[src/rtl/mem_access_unit.sv]
// Load/store controller in front of the 16-bit data memory: halfword access, range/alignment checks.
// Define MAU_BYTE_ACCESS_EN to build byte loads (sign/zero extend) and byte stores via read-modify-write.
module mem_access_unit #(
  parameter int MEM_WORDS = 100
) (
  input  logic        clk,
  input  logic        reset,
  input  logic        req_valid_i,
  output logic        req_ready_o,
  input  logic        req_write_i,
  input  logic        req_byte_i,
  input  logic        req_signed_i,
  input  logic [15:0] req_addr_i,
  input  logic [15:0] req_wdata_i,
  output logic        rsp_valid_o,
  output logic [15:0] rsp_rdata_o,
  output logic        rsp_err_o,
  output logic        mem_read_o,
  output logic        mem_write_o,
  output logic [15:0] mem_raddr_o,
  output logic [15:0] mem_waddr_o,
  output logic [15:0] mem_wdata_o,
  input  logic [15:0] mem_rdata_i
);

  typedef enum logic [2:0] {
    IDLE,
    LOAD,
    STORE,
`ifdef MAU_BYTE_ACCESS_EN
    RMW_RD,
    RMW_WR,
`endif
    RESP
  } state_e;

  localparam logic [15:0] MemWordsL = 16'(MEM_WORDS);

  state_e      state_q, state_d;
  logic [14:0] raddr_q, raddr_d, waddr_q, waddr_d;
  logic [15:0] mwdata_q, mwdata_d, rdata_q, rdata_d;
  logic        err_q, err_d, reqErr;
`ifdef MAU_BYTE_ACCESS_EN
  logic        lane_q, lane_d, byte_q, byte_d, signed_q, signed_d;
  logic [7:0]  bdata_q, bdata_d, loadLane;

  assign loadLane = lane_q ? mem_rdata_i[15:8] : mem_rdata_i[7:0];
`else
  logic        unusedSigned;

  assign unusedSigned = req_signed_i;
`endif

  always_comb begin
    reqErr = ({1'b0, req_addr_i[15:1]} >= MemWordsL);
`ifdef MAU_BYTE_ACCESS_EN
    if (!req_byte_i && req_addr_i[0]) reqErr = 1'b1;
`else
    if (req_byte_i || req_addr_i[0]) reqErr = 1'b1;
`endif
  end

  always_ff @(posedge clk or negedge reset) begin
    if (!reset) begin
      state_q  <= IDLE;
      raddr_q  <= '0;
      waddr_q  <= '0;
      mwdata_q <= '0;
      rdata_q  <= '0;
      err_q    <= 1'b0;
`ifdef MAU_BYTE_ACCESS_EN
      lane_q   <= 1'b0;
      byte_q   <= 1'b0;
      signed_q <= 1'b0;
      bdata_q  <= '0;
`endif
    end else begin
      state_q  <= state_d;
      raddr_q  <= raddr_d;
      waddr_q  <= waddr_d;
      mwdata_q <= mwdata_d;
      rdata_q  <= rdata_d;
      err_q    <= err_d;
`ifdef MAU_BYTE_ACCESS_EN
      lane_q   <= lane_d;
      byte_q   <= byte_d;
      signed_q <= signed_d;
      bdata_q  <= bdata_d;
`endif
    end
  end

  // Memory addresses and write data only move when a real access is scheduled, so they hold otherwise.
  always_comb begin
    state_d  = state_q;
    raddr_d  = raddr_q;
    waddr_d  = waddr_q;
    mwdata_d = mwdata_q;
    rdata_d  = rdata_q;
    err_d    = err_q;
`ifdef MAU_BYTE_ACCESS_EN
    lane_d   = lane_q;
    byte_d   = byte_q;
    signed_d = signed_q;
    bdata_d  = bdata_q;
`endif
    case (state_q)
      IDLE: begin
        if (req_valid_i) begin
          rdata_d  = '0;
          err_d    = reqErr;
`ifdef MAU_BYTE_ACCESS_EN
          lane_d   = req_addr_i[0];
          byte_d   = req_byte_i;
          signed_d = req_signed_i;
`endif
          if (reqErr) begin
            state_d = RESP;
          end else if (!req_write_i) begin
            state_d = LOAD;
            raddr_d = req_addr_i[15:1];
          end else begin
            waddr_d = req_addr_i[15:1];
`ifdef MAU_BYTE_ACCESS_EN
            if (req_byte_i) begin
              state_d = RMW_RD;
              raddr_d = req_addr_i[15:1];
              bdata_d = req_wdata_i[7:0];
            end else begin
              state_d  = STORE;
              mwdata_d = req_wdata_i;
            end
`else
            state_d  = STORE;
            mwdata_d = req_wdata_i;
`endif
          end
        end
      end
      LOAD: begin
`ifdef MAU_BYTE_ACCESS_EN
        rdata_d = byte_q ? {{8{signed_q & loadLane[7]}}, loadLane} : mem_rdata_i;
`else
        rdata_d = mem_rdata_i;
`endif
        state_d = RESP;
      end
      STORE: state_d = RESP;
`ifdef MAU_BYTE_ACCESS_EN
      RMW_RD: begin
        mwdata_d = lane_q ? {bdata_q, mem_rdata_i[7:0]} : {mem_rdata_i[15:8], bdata_q};
        state_d  = RMW_WR;
      end
      RMW_WR: state_d = RESP;
`endif
      RESP: state_d = IDLE;
      default: state_d = IDLE;
    endcase
  end

  always_comb begin
    mem_read_o  = (state_q == LOAD);
    mem_write_o = (state_q == STORE);
`ifdef MAU_BYTE_ACCESS_EN
    if (state_q == RMW_RD) mem_read_o = 1'b1;
    if (state_q == RMW_WR) mem_write_o = 1'b1;
`endif
  end

  assign req_ready_o = (state_q == IDLE);
  assign rsp_valid_o = (state_q == RESP);
  assign rsp_rdata_o = rdata_q;
  assign rsp_err_o   = err_q;
  assign mem_raddr_o = {raddr_q, 1'b0};
  assign mem_waddr_o = {waddr_q, 1'b0};
  assign mem_wdata_o = mwdata_q;

endmodule

[config.mk]
export PLATFORM = sky130hd
export DESIGN_NAME = mem_access_unit
export DESIGN_NICKNAME = d
export VERILOG_FILES = /design/src/rtl/mem_access_unit.sv
export SDC_FILE = /design/constraint.sdc
export NUM_CORES = 1
export LEC_CHECK = 0
export CORE_MARGIN = 10
export CORE_UTILIZATION = 40
export CTS_CLUSTER_DIAMETER = 100
export DETAILED_ROUTE_END_ITERATION = 6
export GPL_TIMING_DRIVEN = 0
export HOLD_SLACK_MARGIN = 0.03
export PLACE_DENSITY = 0.74
export SYNTH_ARGS = -nofsm -noshare
export SYNTH_HDL_FRONTEND = slang
export SYNTH_SLANG_ARGS = --single-unit
[constraint.sdc]
create_clock -name clk -period 2.2 [get_ports clk]
set_input_delay 0.22 -clock clk [delete_from_list [all_inputs] [get_ports clk]]
set_output_delay 0.22 -clock clk [all_outputs]
set_load 0.02 [all_outputs]
== Yosys cells after proc, flatten, opt, wreduce, memory -nomap -nowiden ==
Index checks and enable logic that the tools add are counted.

* Bits in registers: 66
* Latch bits: 0
* RAM bits: 0
* ROM bits: 0
* Input bits: 54
* Output and inout bits: 69
* Logic and storage cells: 28
* Memories: 0

* Add/subtract/negate cells: 0
* Multipliers: 0
* Div/mod/pow operators: 0
* Magnitude comparators: 1
* Equal/unequal tests: 4
* Shift-type cells: 0
* Multiplexer cells: 7
* Bitwise gates (word level): 2
* Reductions and logical operators: 8

{| class="wikitable"
|+ Operators with widths
! cell !! number
|-
| one-hot mux 16 bit (2 select lines) || 1
|-
| 2-to-1 mux 16 bit || 1
|-
| >= comparator 15 x 7 -> 1 bit (second input constant) || 1
|-
| AND reduction 4 bit || 2
|-
| == test 3 x 2 -> 1 bit (second input constant) || 2
|-
| one-hot mux 3 bit (2 select lines) || 1
|-
| 2-to-1 mux 2 bit || 2
|-
| AND reduction 2 bit || 2
|-
| == test 3 x 1 -> 1 bit (second input constant) || 1
|-
| logical NOT 3 bit || 1
|-
| 2-to-1 mux 3 bit || 1
|-
| != test 2 bit (second input constant) || 1
|-
| inverter 1 bit || 2
|-
| nonzero test 2 bit || 1
|-
| OR reduction 2 bit || 1
|-
| logical OR 1 bit || 1
|-
| 2-to-1 mux 1 bit || 1
|}

== Logic depth before layout (Yosys ltp) ==
Gate-level depths: netlist of run 1.

* Depth after elaboration: 5
* Depth in mapped cells: 8
* Gate-level depth less buffers: 5

== Least setup slack after synthesis of run 1 ==
OpenSTA, ideal clock, no wires.

* Path type: register to register
* Start point: register state_q[1]
* End point: register rdata_q[0] (netlist: rsp_rdata_o[0])
* Setup time: 0.083 ns
* Data arrival time: 1.823 ns
* Required time: 2.117 ns
* Slack: 0.294 ns
* Cell stages (with the launch flop): 9
* Buffers on the path: 3
* Period minus slack after synthesis: 1.906 ns
* Path through: dfrtp_1 inv_1 ha_1 buf_2 and2_1 clkbuf_1 clkbuf_1 a22oi_1 o21ai_0

* Cells in the longest elaborated chain, start to end: 3
* Elaborated cells between the ends (all ways): 6
* Classes of those cells: 2 x eq/ne; 1 x mux; 3 x reduce/logical

{| class="wikitable"
|+ RTL lines
! element !! line !! RTL
|-
| start, declared || 39 || <nowiki>state_e state_q, state_d;</nowiki>
|-
| start signal, assigned || 78 || <nowiki>state_q <= state_d;</nowiki>
|-
| == test 3 x 1 -> 1 bit * || -- ||
|-
| via mem_read_o || 18 || <nowiki>output logic mem_read_o,</nowiki>
|-
| nonzero test 2 bit (no line) || -- ||
|-
| AND reduction 2 bit (no line) || -- ||
|-
| end signal, assigned || 82 || <nowiki>rdata_q <= rdata_d;</nowiki>
|-
| end, declared || 41 || <nowiki>logic [15:0] mwdata_q, mwdata_d, rdata_q, rdata_d;</nowiki>
|}

The timed path passes the listed nets; every way through them passes the cells marked *.
A chain may end at the register's enable or synchronous reset.

== Final worst setup path of run 1 ==
* Start point: input req_addr_i[4]
* End point: register raddr_q[6]

* Cells in the longest elaborated chain, start to end: 4

{| class="wikitable"
|+ RTL lines
! element !! line !! RTL
|-
| start, declared || 13 || <nowiki>input logic [15:0] req_addr_i,</nowiki>
|-
| >= comparator 15 x 7 -> 1 bit || 55 || <nowiki>reqErr = ({1'b0, req_addr_i[15:1]} >= MemWordsL);</nowiki>
|-
| 2-to-1 mux 1 bit || 59 || <nowiki>if (req_byte_i || req_addr_i[0]) reqErr = 1'b1;</nowiki>
|-
| inverter 1 bit (no line) || -- ||
|-
| AND reduction 4 bit (no line) || -- ||
|-
| end signal, assigned || 79 || <nowiki>raddr_q <= raddr_d;</nowiki>
|-
| end, declared || 40 || <nowiki>logic [14:0] raddr_q, raddr_d, waddr_q, waddr_d;</nowiki>
|}

Every way passes these cells.

==> run_results.csv, run 1 <==
group,metric,value,unit
sta,fmax,489.8,MHz
sta,maxSlewHeadroom,44.44,%
place,gp_congestion,0.7325,
sta,min_period_over_period,92.80,%
sta,hold_violations,0,
drt,ant_nets,0,
worst_setup_path,crit_type,"in2reg",
cells_and_area,num-fill-cells,532,
yosys,synthTopCellsByArea,"dfrtp_1 (60%), mux2_2 (12%), mux2i_1 (6.6%)",
grt,grt_pass1_vias,2353,
yosys,synth_seq_area_share,59.72,%
cells_and_area,final_core_util,62.85,%
sta,setup_tns,0,ns
worst_setup_path,required,2.42,ns
yosys,yosysTopAreaCell,"dfrtp_1",
power_and_ir_drop,power_switching,1.357,mW
sta,rsz0062_at_grt,"false",
power_and_ir_drop,seqPwrFrac,38.0,%
drt,drt-pass1-iter-count,4,
die,dieArea,10510,µm²
yosys,syn_area,2724,µm²
cells_and_area,area_delta_synth_final,55.03,%
yosys,synth_warnings,0,
grt,grt_antenna_before_repair,0,
die,boundaryPins,123,
drt,viasPerCell,5.019,
grt,grt.overflow.total,0,
power_and_ir_drop,power.density,929.3,nW/µm²
sta,tightest_slew,0.8334,ns
drt,drt_iter0_markers,48,
yosys,syn_area_per_cell,13.48,µm²
hold_path,min_path_type,"in2reg",
cells_and_area,nNetsFinal,391,
place,dp_hpwl,5710,µm
drt,wl_per_cell,18.24,µm
worst_setup_path,r2r_setup_slack,0.21,ns
yosys,synth_top_area_share,59.72,%
worst_setup_path,endpoint_kind,"flop",
drt,drc,0,
clock_network,cts_tree,"yes",
clock_network,cts_buffers,9,
cells_and_area,diodes,0,
clock_network,worstSkewPairLatency,0.34,ns
grt,grt_max_degree,66,
die,die_w,102.5,µm
clock_network,clkSinkCount,65,
outcome,outcome,"complete, no violations",
worst_setup_path,arrival,2.26,ns
drt,drt-total-wl,7626,µm
flow_run,cap_violations,0,
cells_and_area,multi_input_area,1005,µm²
worst_setup_path,worst_setup_path_start_kind,"primary input",
cells_and_area,regArea,1627,µm²
cells_and_area,final_cell_mix,"clkdlybuf4s50_1 (118), dfrtp_1 (65), mux2_2 (29)",
grt,grt_pass1_wl,12140,µm
clock_network,post_cts_buffers,0,
place,port_buffers,119,
sta,clock-skew-final,0.005506,ns
power_and_ir_drop,p_clk_share,25.7,%
power_and_ir_drop,power_leakage,1.883,nW
power_and_ir_drop,switching_share,34.58,%
yosys,ys_ff_latch,65,
die,fp-row-count,30,
drt,vias,2098,
sta,slew_violations,0,
die,start_util,40.54,%
sta,whs,0.4859,ns
grt,grt_usage,15.11,%
yosys,syn_inst,202,
die,die_h,102.5,µm
clock_network,cts_buffer_depth,2,
power_and_ir_drop,p_comb_share,36.3,%
clock_network,htreeDepth,3,
die,core_area,6719,µm²
cells_and_area,final_common_cell,"clkdlybuf4s50_1",
worst_setup_path,path_max_fanout,10,
power_and_ir_drop,max-vdd-ir-drop,0.4087,mV
cells_and_area,layout-drive-gt1-share,17.16,%
power_and_ir_drop,intPower,2.567,mW
yosys,ys_types,27,
sta,fin_crit,2.042,ns
clock_network,clkTransAtPathRegs,0.07,ns
clock_network,root_buffer,"clkbuf_8",
sta,setup_viol,0,
==> cells by family (layout without fill, tap and decap cells) <==
family	after synthesis	after routing	share of synthesized area, %
AO/OA/AOI/OAI	38	38	8.819
adder cells (fa/ha/maj)	4	4	1.837
buffers and inverters	16	151	3.537
flip-flops	65	65	59.72
multiplexers	49	49	19.43
other	1	2	0.1377
AND/OR/NAND/NOR	29	29	6.523
==> synth_stat cells <==
master / n
dfrtp_1: 65
mux2_2: 29
a22oi_1: 18
mux2i_1: 18
nor2b_1: 17
o21ai_0: 15
clkbuf_1: 5
ha_1: 4
buf_4: 3
buf_6: 3
nor2_1: 3
a21oi_1: 2
buf_2: 2
inv_1: 2
mux2_1: 2
nand2_1: 2
nor4_1: 2
a31oi_1: 1
and2_1: 1
buf_1: 1
conb_1: 1
nand3_1: 1
nand4_1: 1
nor2_2: 1
nor3_4: 1
o21ai_1: 1
o311ai_1: 1
==> registers in the layout (all words and copies together) (netlist names) <==
| signal | count |
|---|---|
| state_q | 2 |
| rsp_err_o | 1 |
| rsp_rdata_o | 16 |
| raddr_q | 15 |
| mem_wdata_o | 16 |
| waddr_q | 15 |
==> per-layer routing <==
layer  up-vias  global-route usage [%]  share of wire, %
met4         0                   5.531              0.71
met2        87                   22.52                47
met3         4                   10.59                14
met5         -                       0                 0
met1      1027                   16.52                37
li1        980                       -                 -
==> power by group through the flow <==
stage / clock network [mW] / registers [mW] / logic, mW
final: 1.01 / 1.49 / 1.42
after global routing: 1.11 / 1.52 / 1.56
after CTS: 1.05 / 1.49 / 1.44
after detailed placement: 0 / 1.51 / 1.45
after global placement: 0 / 1.50 / 1.41
after floorplan: 0 / 1.66 / 0.648
==> per-stage QoR <==
| stage | cells | setup WS [ns] | area [µm²] | total power [mW] |
|---|---|---|---|---|
| floorplan | 203 | 0.2943 | 2728 | 2.310 |
| global placement | 402 | -1.298 | 4019 | 2.908 |
| detailed placement | 402 | -0.1637 | 4016 | 2.959 |
| CTS | 418 | 0.02141 | 4219 | 3.983 |
| global route | 418 | 0.007305 | 4223 | 4.186 |
| finish | 418 | 0.1584 | 4223 | 3.924 |
==> final timing paths <==
| path | start | endpoint | cells after the start |
|---|---|---|---|
| min | req_wdata_i[14] | mem_wdata_o[14] | 2 |
| max reg2reg | state_q[1] | rsp_rdata_o[8] | 8 |
| max in group asynchronous | reset | rsp_rdata_o[7] | 2 |
| min reg2reg | raddr_q[5] | raddr_q[5] | 1 |
| max | req_addr_i[4] | raddr_q[6] | 6 |
| min in group asynchronous | reset | raddr_q[11] | 2 |
==> final cells by class <==
type,count,share of cell area (%)
clock inverters,6,1.630
repair buffers,120,28.39
multi-input cells,122,23.79
clock buffers,10,3.022
plain buffers,13,2.104
well taps,80,2.370
inverters,2,0.1778
flip-flops and latches,65,38.52
==> worst max-delay path: stages <==
cell             delay (ns)
clkdlybuf4s50_1        0.46
o311ai_1               0.33
nand4_1                0.33
nor3_4                 0.39
buf_6                  0.20
mux2_1                 0.33
==> timing repair <==
item                                    CTS  global route
endpoints found under the hold margin    65             0
resized for setup                         0             7
hold buffers                              1             0
endpoints found under the setup margin   10            13
No activity file was read; power rests on OpenSTA's default activity.
==> inputs of run 2 (changes only) <==
- ABC_CLOCK_PERIOD_IN_PS: not set -> 2200
- RECOVER_POWER: not set -> 25
==> run 2 against run 1 <==
The run now ends with max-capacitance violations, max-slew violations left. Global-route usage is the same. Non-clock buffer count is the same. Core utilization is essentially flat. Final cell count is the same. Clock-buffer cell count is the same. Combinational power is essentially flat. First-iteration DRC count is the same. Hold slack is essentially flat. Clock skew is essentially flat. Worst setup slack gained 0.00065 ns. Via count grew 0.33%. Flip-flop and latch count is the same. Highest routed layer unchanged.
==> run_results.csv, run 2 (same netlist as run 1, synthesis figures left out) <==
group,metric,value,unit
power_and_ir_drop,power_switching,1.357,mW
die,fp-row-count,30,
grt,top_usage_layer,"met2",
die,dieArea,10510,µm²
clock_network,worstSkewPairLatency,0.34,ns
cells_and_area,diodes,0,
drt,vias,2105,
power_and_ir_drop,p_comb_share,36.3,%
power_and_ir_drop,switching_share,34.59,%
clock_network,htreeDepth,3,
drt,drt-pass1-iter-count,4,
worst_setup_path,crit_type,"in2reg",
power_and_ir_drop,max-vdd-ir-drop,0.4039,mV
clock_network,cts_buffers,9,
cells_and_area,regArea,1627,µm²
drt,drc,0,
drt,ant_nets,0,
grt,grt_antenna_before_repair,0,
grt,grt_use_met3,10.59,%
power_and_ir_drop,power_leakage,1.883,nW
cells_and_area,final_cell_mix,"clkdlybuf4s50_1 (118), dfrtp_1 (65), mux2_2 (29)",
cells_and_area,layout-drive-gt1-share,17.16,%
sta,clock-skew-final,0.005234,ns
flow_run,cap_violations,1,
clock_network,cts_buffer_depth,2,
sta,rsz0062_at_grt,"false",
cells_and_area,final_core_util,62.81,%
worst_setup_path,worst_setup_path_start_kind,"primary input",
sta,hold_violations,0,
clock_network,post_cts_buffers,0,
drt,drt_iter0_markers,48,
drt,drt-total-wl,7622,µm
worst_setup_path,arrival,2.26,ns
grt,grt_usage,15.11,%
worst_setup_path,path_max_fanout,10,
cells_and_area,area_delta_synth_final,54.94,%
sta,setup_viol,0,
worst_setup_path,required,2.42,ns
cells_and_area,final_common_cell,"clkdlybuf4s50_1",
power_and_ir_drop,p_clk_share,25.7,%
grt,grt.overflow.total,0,
cells_and_area,multi_input_area,1005,µm²
outcome,outcome,"finished, violations left",
clock_network,clkTransAtPathRegs,0.07,ns
power_and_ir_drop,seqPwrFrac,38.0,%
worst_setup_path,reg2regPathDepth,8,
place,gp_congestion,0.7325,
sta,fmax,490.0,MHz
worst_setup_path,endpoint_kind,"flop",
sta,maxSlewHeadroom,-8.182,%
outcome,violations,"max-capacitance violations, max-slew violations",
hold_path,holdPathStages,2,
die,die_w,102.5,µm
sta,slew_violations,66,
cells_and_area,nNetsFinal,391,
grt,grt_max_degree,66,
clock_network,clkSinkCount,65,
cells_and_area,num-fill-cells,533,
power_and_ir_drop,power.density,929.9,nW/µm²
sta,setup_tns,0,ns
drt,wl_per_cell,18.23,µm
sta,min_period_over_period,92.77,%
place,dp_hpwl,5710,µm
grt,grt_pass1_vias,2353,
sta,tightest_slew,1.623,ns
sta,fin_crit,2.041,ns
drt,viasPerCell,5.036,
clock_network,root_buffer,"clkbuf_8",
die,start_util,40.54,%
grt,grt_pass1_wl,12140,µm
grt,use_met1,16.52,%
power_and_ir_drop,intPower,2.567,mW
hold_path,min_path_type,"in2reg",
die,boundaryPins,123,
die,core_area,6719,µm²
clock_network,cts_tree,"yes",
die,die_h,102.5,µm
grt,met2_usage,22.52,%
place,port_buffers,119,
==> run 2: cell count changes in the layout (fill, tap and decap cells not counted) <==
cell	previous run	this run
clkbuf_2	2	3
buf_4	4	3
==> run 2: metal layers <==
metal | up-vias | part of all wire [%]
li1 | 980 | -
met1 | 1032 | 38
met2 | 87 | 47
met3 | 6 | 14
met4 | 0 | 0.83
met5 | - | 0
==> run 2: path summary, 6_finish.rpt <==
| kind | slack (ns) | start | to |
|---|---|---|---|
| max | 0.16 | req_addr_i[4] | raddr_q[6] |
| min | 0.49 | req_wdata_i[14] | mem_wdata_o[14] |
| max reg2reg | 0.21 | state_q[1] | rsp_rdata_o[8] |
| min reg2reg | 0.49 | raddr_q[5] | raddr_q[5] |
| max in group asynchronous | 0.39 | reset | rsp_rdata_o[7] |
| min in group asynchronous | 0.83 | reset | raddr_q[11] |
==> run 2: what timing repair did <==
action / 4_1_cts / 5_1_grt
hold endpoints to repair: 65 / 0
gates resized for setup: 0 / 7
hold buffers: 1 / 0
setup endpoints to repair: 10 / 13
==> run 2: area by class of cell <==
| cell class | instances | area share (%) |
|---|---|---|
| inverter | 2 | 0.1779 |
| clock inverter | 6 | 1.631 |
| multi-input combinational | 122 | 23.81 |
| buffer | 13 | 2.105 |
| tap | 80 | 2.372 |
| timing repair buffer | 120 | 28.34 |
| sequential | 65 | 38.54 |
| clock buffer | 10 | 3.024 |
==> run 2: power groups by stage <==
| stage | registers [mW] | clock network [mW] | logic [mW] |
|---|---|---|---|
| 3_5_place_dp | 1.51 | 0 | 1.45 |
| 5_1_grt | 1.52 | 1.11 | 1.56 |
| 6_report | 1.49 | 1.01 | 1.42 |
| 3_3_place_gp | 1.50 | 0 | 1.41 |
| 4_1_cts | 1.49 | 1.05 | 1.44 |
| 2_1_floorplan | 1.66 | 0 | 0.648 |
==> run 2: critical path, cell delays in order <==
cell             delay (ns)
clkdlybuf4s50_1        0.46
o311ai_1               0.33
nand4_1                0.33
nor3_4                 0.39
buf_6                  0.20
mux2_1                 0.33
==> run 2: through the flow <==
| stage | std cells | setup slack [ns] | hold WS [ns] | total power, mW | cell area (µm²) |
|---|---|---|---|---|---|
| global placement | 402 | -1.298 | 0.4676 | 2.908 | 4019 |
| finish | 418 | 0.1590 | 0.4857 | 3.924 | 4220 |
| CTS | 418 | 0.02141 | 0.4676 | 3.983 | 4219 |
| detailed placement | 402 | -0.1637 | 0.3828 | 2.959 | 4016 |
| floorplan | 203 | 0.2943 | -0.07559 | 2.310 | 2728 |
| global route | 418 | 0.007305 | 0.4739 | 4.186 | 4220 |
==> inputs of run 3 (changes only) <==
- ABC_CLOCK_PERIOD_IN_PS: 2200 -> 2470
- CAP_MARGIN: not set -> 5
- clock period: 2.2 -> 2.47 ns (I/O delays scaled with it)
==> run 3 against run 2 <==
The flow still finishes with violations (max-capacitance violations, max-slew violations). First-iteration DRC count grew 73%. Clock-buffer cell count is the same. Clock power shrank 11%. Global-route usage is essentially flat. Largest cell class unchanged. Largest power group unchanged. Highest routed layer unchanged.
==> run_results.csv, run 3 (same netlist as run 1, synthesis figures left out) <==
group,metric,value,unit
worst_setup_path,endpoint_kind,"flop",
power_and_ir_drop,intPower,2.282,mW
worst_setup_path,arrival,2.40,ns
drt,drt-total-wl,7636,µm
power_and_ir_drop,seqPwrFrac,38.0,%
place,placed_cell_area,4016,µm²
worst_setup_path,reg2reg_from,"state_q[1]",
clock_network,cts_buffers,9,
power_and_ir_drop,power_leakage,1.872,nW
cells_and_area,nNetsFinal,391,
die,fp-row-count,30,
power_and_ir_drop,power.density,829.2,nW/µm²
die,boundaryPins,123,
clock_network,cts_tree,"yes",
grt,grt_usage,15.08,%
drt,drt_iter0_markers,83,
power_and_ir_drop,max-vdd-ir-drop,0.3597,mV
die,start_util,40.54,%
grt,grt_pass1_wl,12140,µm
flow_run,cap_violations,1,
worst_setup_path,worst_setup_path_start_kind,"flop",
sta,fmax,466.4,MHz
worst_setup_path,r2r_end,"rsp_rdata_o[1]",
power_and_ir_drop,switching_share,34.73,%
worst_setup_path,path_max_fanout,10,
clock_network,root_buffer,"clkbuf_8",
grt,grt_pass1_vias,2353,
clock_network,worstSkewPairLatency,0.34,ns
sta,hold_violations,0,
cells_and_area,design_area,4217,µm²
drt,wl_per_cell,18.27,µm
place,pre_cts_slack,0.07931,ns
hold_path,min_path_type,"reg2reg",
cells_and_area,layout-drive-gt1-share,16.27,%
sta,slew_violations,66,
sta,fin_crit,2.144,ns
die,dieArea,10510,µm²
grt,grt_max_degree,66,
sta,clock-skew-final,0.008372,ns
worst_setup_path,crit_end,"rsp_rdata_o[1]",
outcome,violations,"max-capacitance violations, max-slew violations",
place,gp_congestion,0.7325,
die,core_area,6719,µm²
worst_setup_path,reg2regPathDepth,8,
cells_and_area,diodes,0,
cells_and_area,final_common_cell,"clkdlybuf4s50_1",
worst_setup_path,required,2.72,ns
power_and_ir_drop,p_comb_share,36.2,%
sta,tightest_slew,1.622,ns
clock_network,post_cts_buffers,0,
drt,vias,2108,
cells_and_area,area_delta_synth_final,54.80,%
drt,ant_nets,0,
sta,rsz0062_at_grt,"false",
worst_setup_path,critical_path.startpoint,"state_q[1]",
drt,drc,0,
clock_network,clkSinkCount,65,
sta,setup_viol,0,
worst_setup_path,crit_type,"reg2reg",
drt,viasPerCell,5.043,
clock_network,cts_buffer_depth,2,
grt,grt_antenna_before_repair,0,
sta,min_period_over_period,86.81,%
cells_and_area,final_core_util,62.76,%
power_and_ir_drop,p_total,3.496,mW
power_and_ir_drop,p_clk_share,25.8,%
worst_setup_path,r2r_setup_slack,0.33,ns
cells_and_area,final_cell_mix,"clkdlybuf4s50_1 (118), dfrtp_1 (65), mux2_2 (29)",
grt,grt.overflow.total,0,
die,die_w,102.5,µm
die,die_h,102.5,µm
drt,drt-pass1-iter-count,4,
sta,layout_setup_ws,0.3258,ns
clock_network,clkTransAtPathRegs,0.08,ns
place,dp_hpwl,5710,µm
sta,maxSlewHeadroom,-8.129,%
power_and_ir_drop,power_switching,1.214,mW
outcome,outcome,"finished, violations left",
place,port_buffers,119,
clock_network,htreeDepth,3,
## run 3: how the worst min path moves through the flow
stage	from	to	slack [ns]	depth (start not counted)
global route	req_wdata_i[11]	mem_wdata_o[11]	0.50	2
floorplan	reset	mem_wdata_o[0]	-0.05	0
CTS	raddr_q[5]	raddr_q[5]	0.49	1
global placement	raddr_q[6]	raddr_q[6]	0.47	1
detailed placement	reset	raddr_q[12]	0.41	1
finish	raddr_q[5]	raddr_q[5]	0.49	1
## run 3: metrics by stage
stage | hold slack [ns] | setup TNS, ns | cells
3_3_place_gp | 0.4676 | -68.34 | 402
2_1_floorplan | -0.04859 | 0 | 203
3_5_place_dp | 0.4098 | 0 | 402
5_1_grt | 0.5009 | 0 | 418
6_report | 0.4866 | 0 | 418
4_1_cts | 0.4907 | 0 | 419
## run 3: repair_timing
| item | 4_1_cts | 5_1_grt |
|---|---|---|
| gates resized for setup | 0 | 0 |
| hold buffers | 1 | 0 |
| setup endpoints to repair | 0 | 4 |
| endpoints found under the hold margin | 8 | 0 |
## run 3: power groups by stage
stage,registers (mW),logic (mW),clock network (mW)
2_1_floorplan,1.48,0.577,0
3_3_place_gp,1.34,1.25,0
3_5_place_dp,1.35,1.29,0
4_1_cts,1.33,1.29,0.932
5_1_grt,1.36,1.38,0.985
6_report,1.33,1.26,0.903
## run 3: layout make-up
| type | instances | area (µm²) |
|---|---|---|
| multi-input cells | 122 | 1005 |
| clock buffers | 10 | 127.6 |
| repair buffers | 120 | 1196 |
| clock inverters | 6 | 68.82 |
| plain buffers | 13 | 85.08 |
| inverters | 2 | 7.507 |
| well taps | 80 | 100.1 |
| flip-flops and latches | 65 | 1627 |
| fillers | 532 | 2502 |
## run 3: layer usage
| metal | up-vias | track usage [%] | routed length, µm |
|---|---|---|---|
| met4 | 0 | 5.531 | 54 |
| met3 | 4 | 10.59 | 1102 |
| li1 | 981 | - | - |
| met1 | 1034 | 16.31 | 2846 |
| met2 | 89 | 22.67 | 3633 |
| met5 | - | 0 | 0 |
## run 3: worst max-delay path: stages, from the launching register on
cell and delay, ns:
dfrtp_1 0.42, inv_1 0.12, ha_1 0.19, buf_2 0.24
and2_1 0.15, clkbuf_1 0.27, clkbuf_1 0.40, a22oi_1 0.15
o21ai_0 0.11
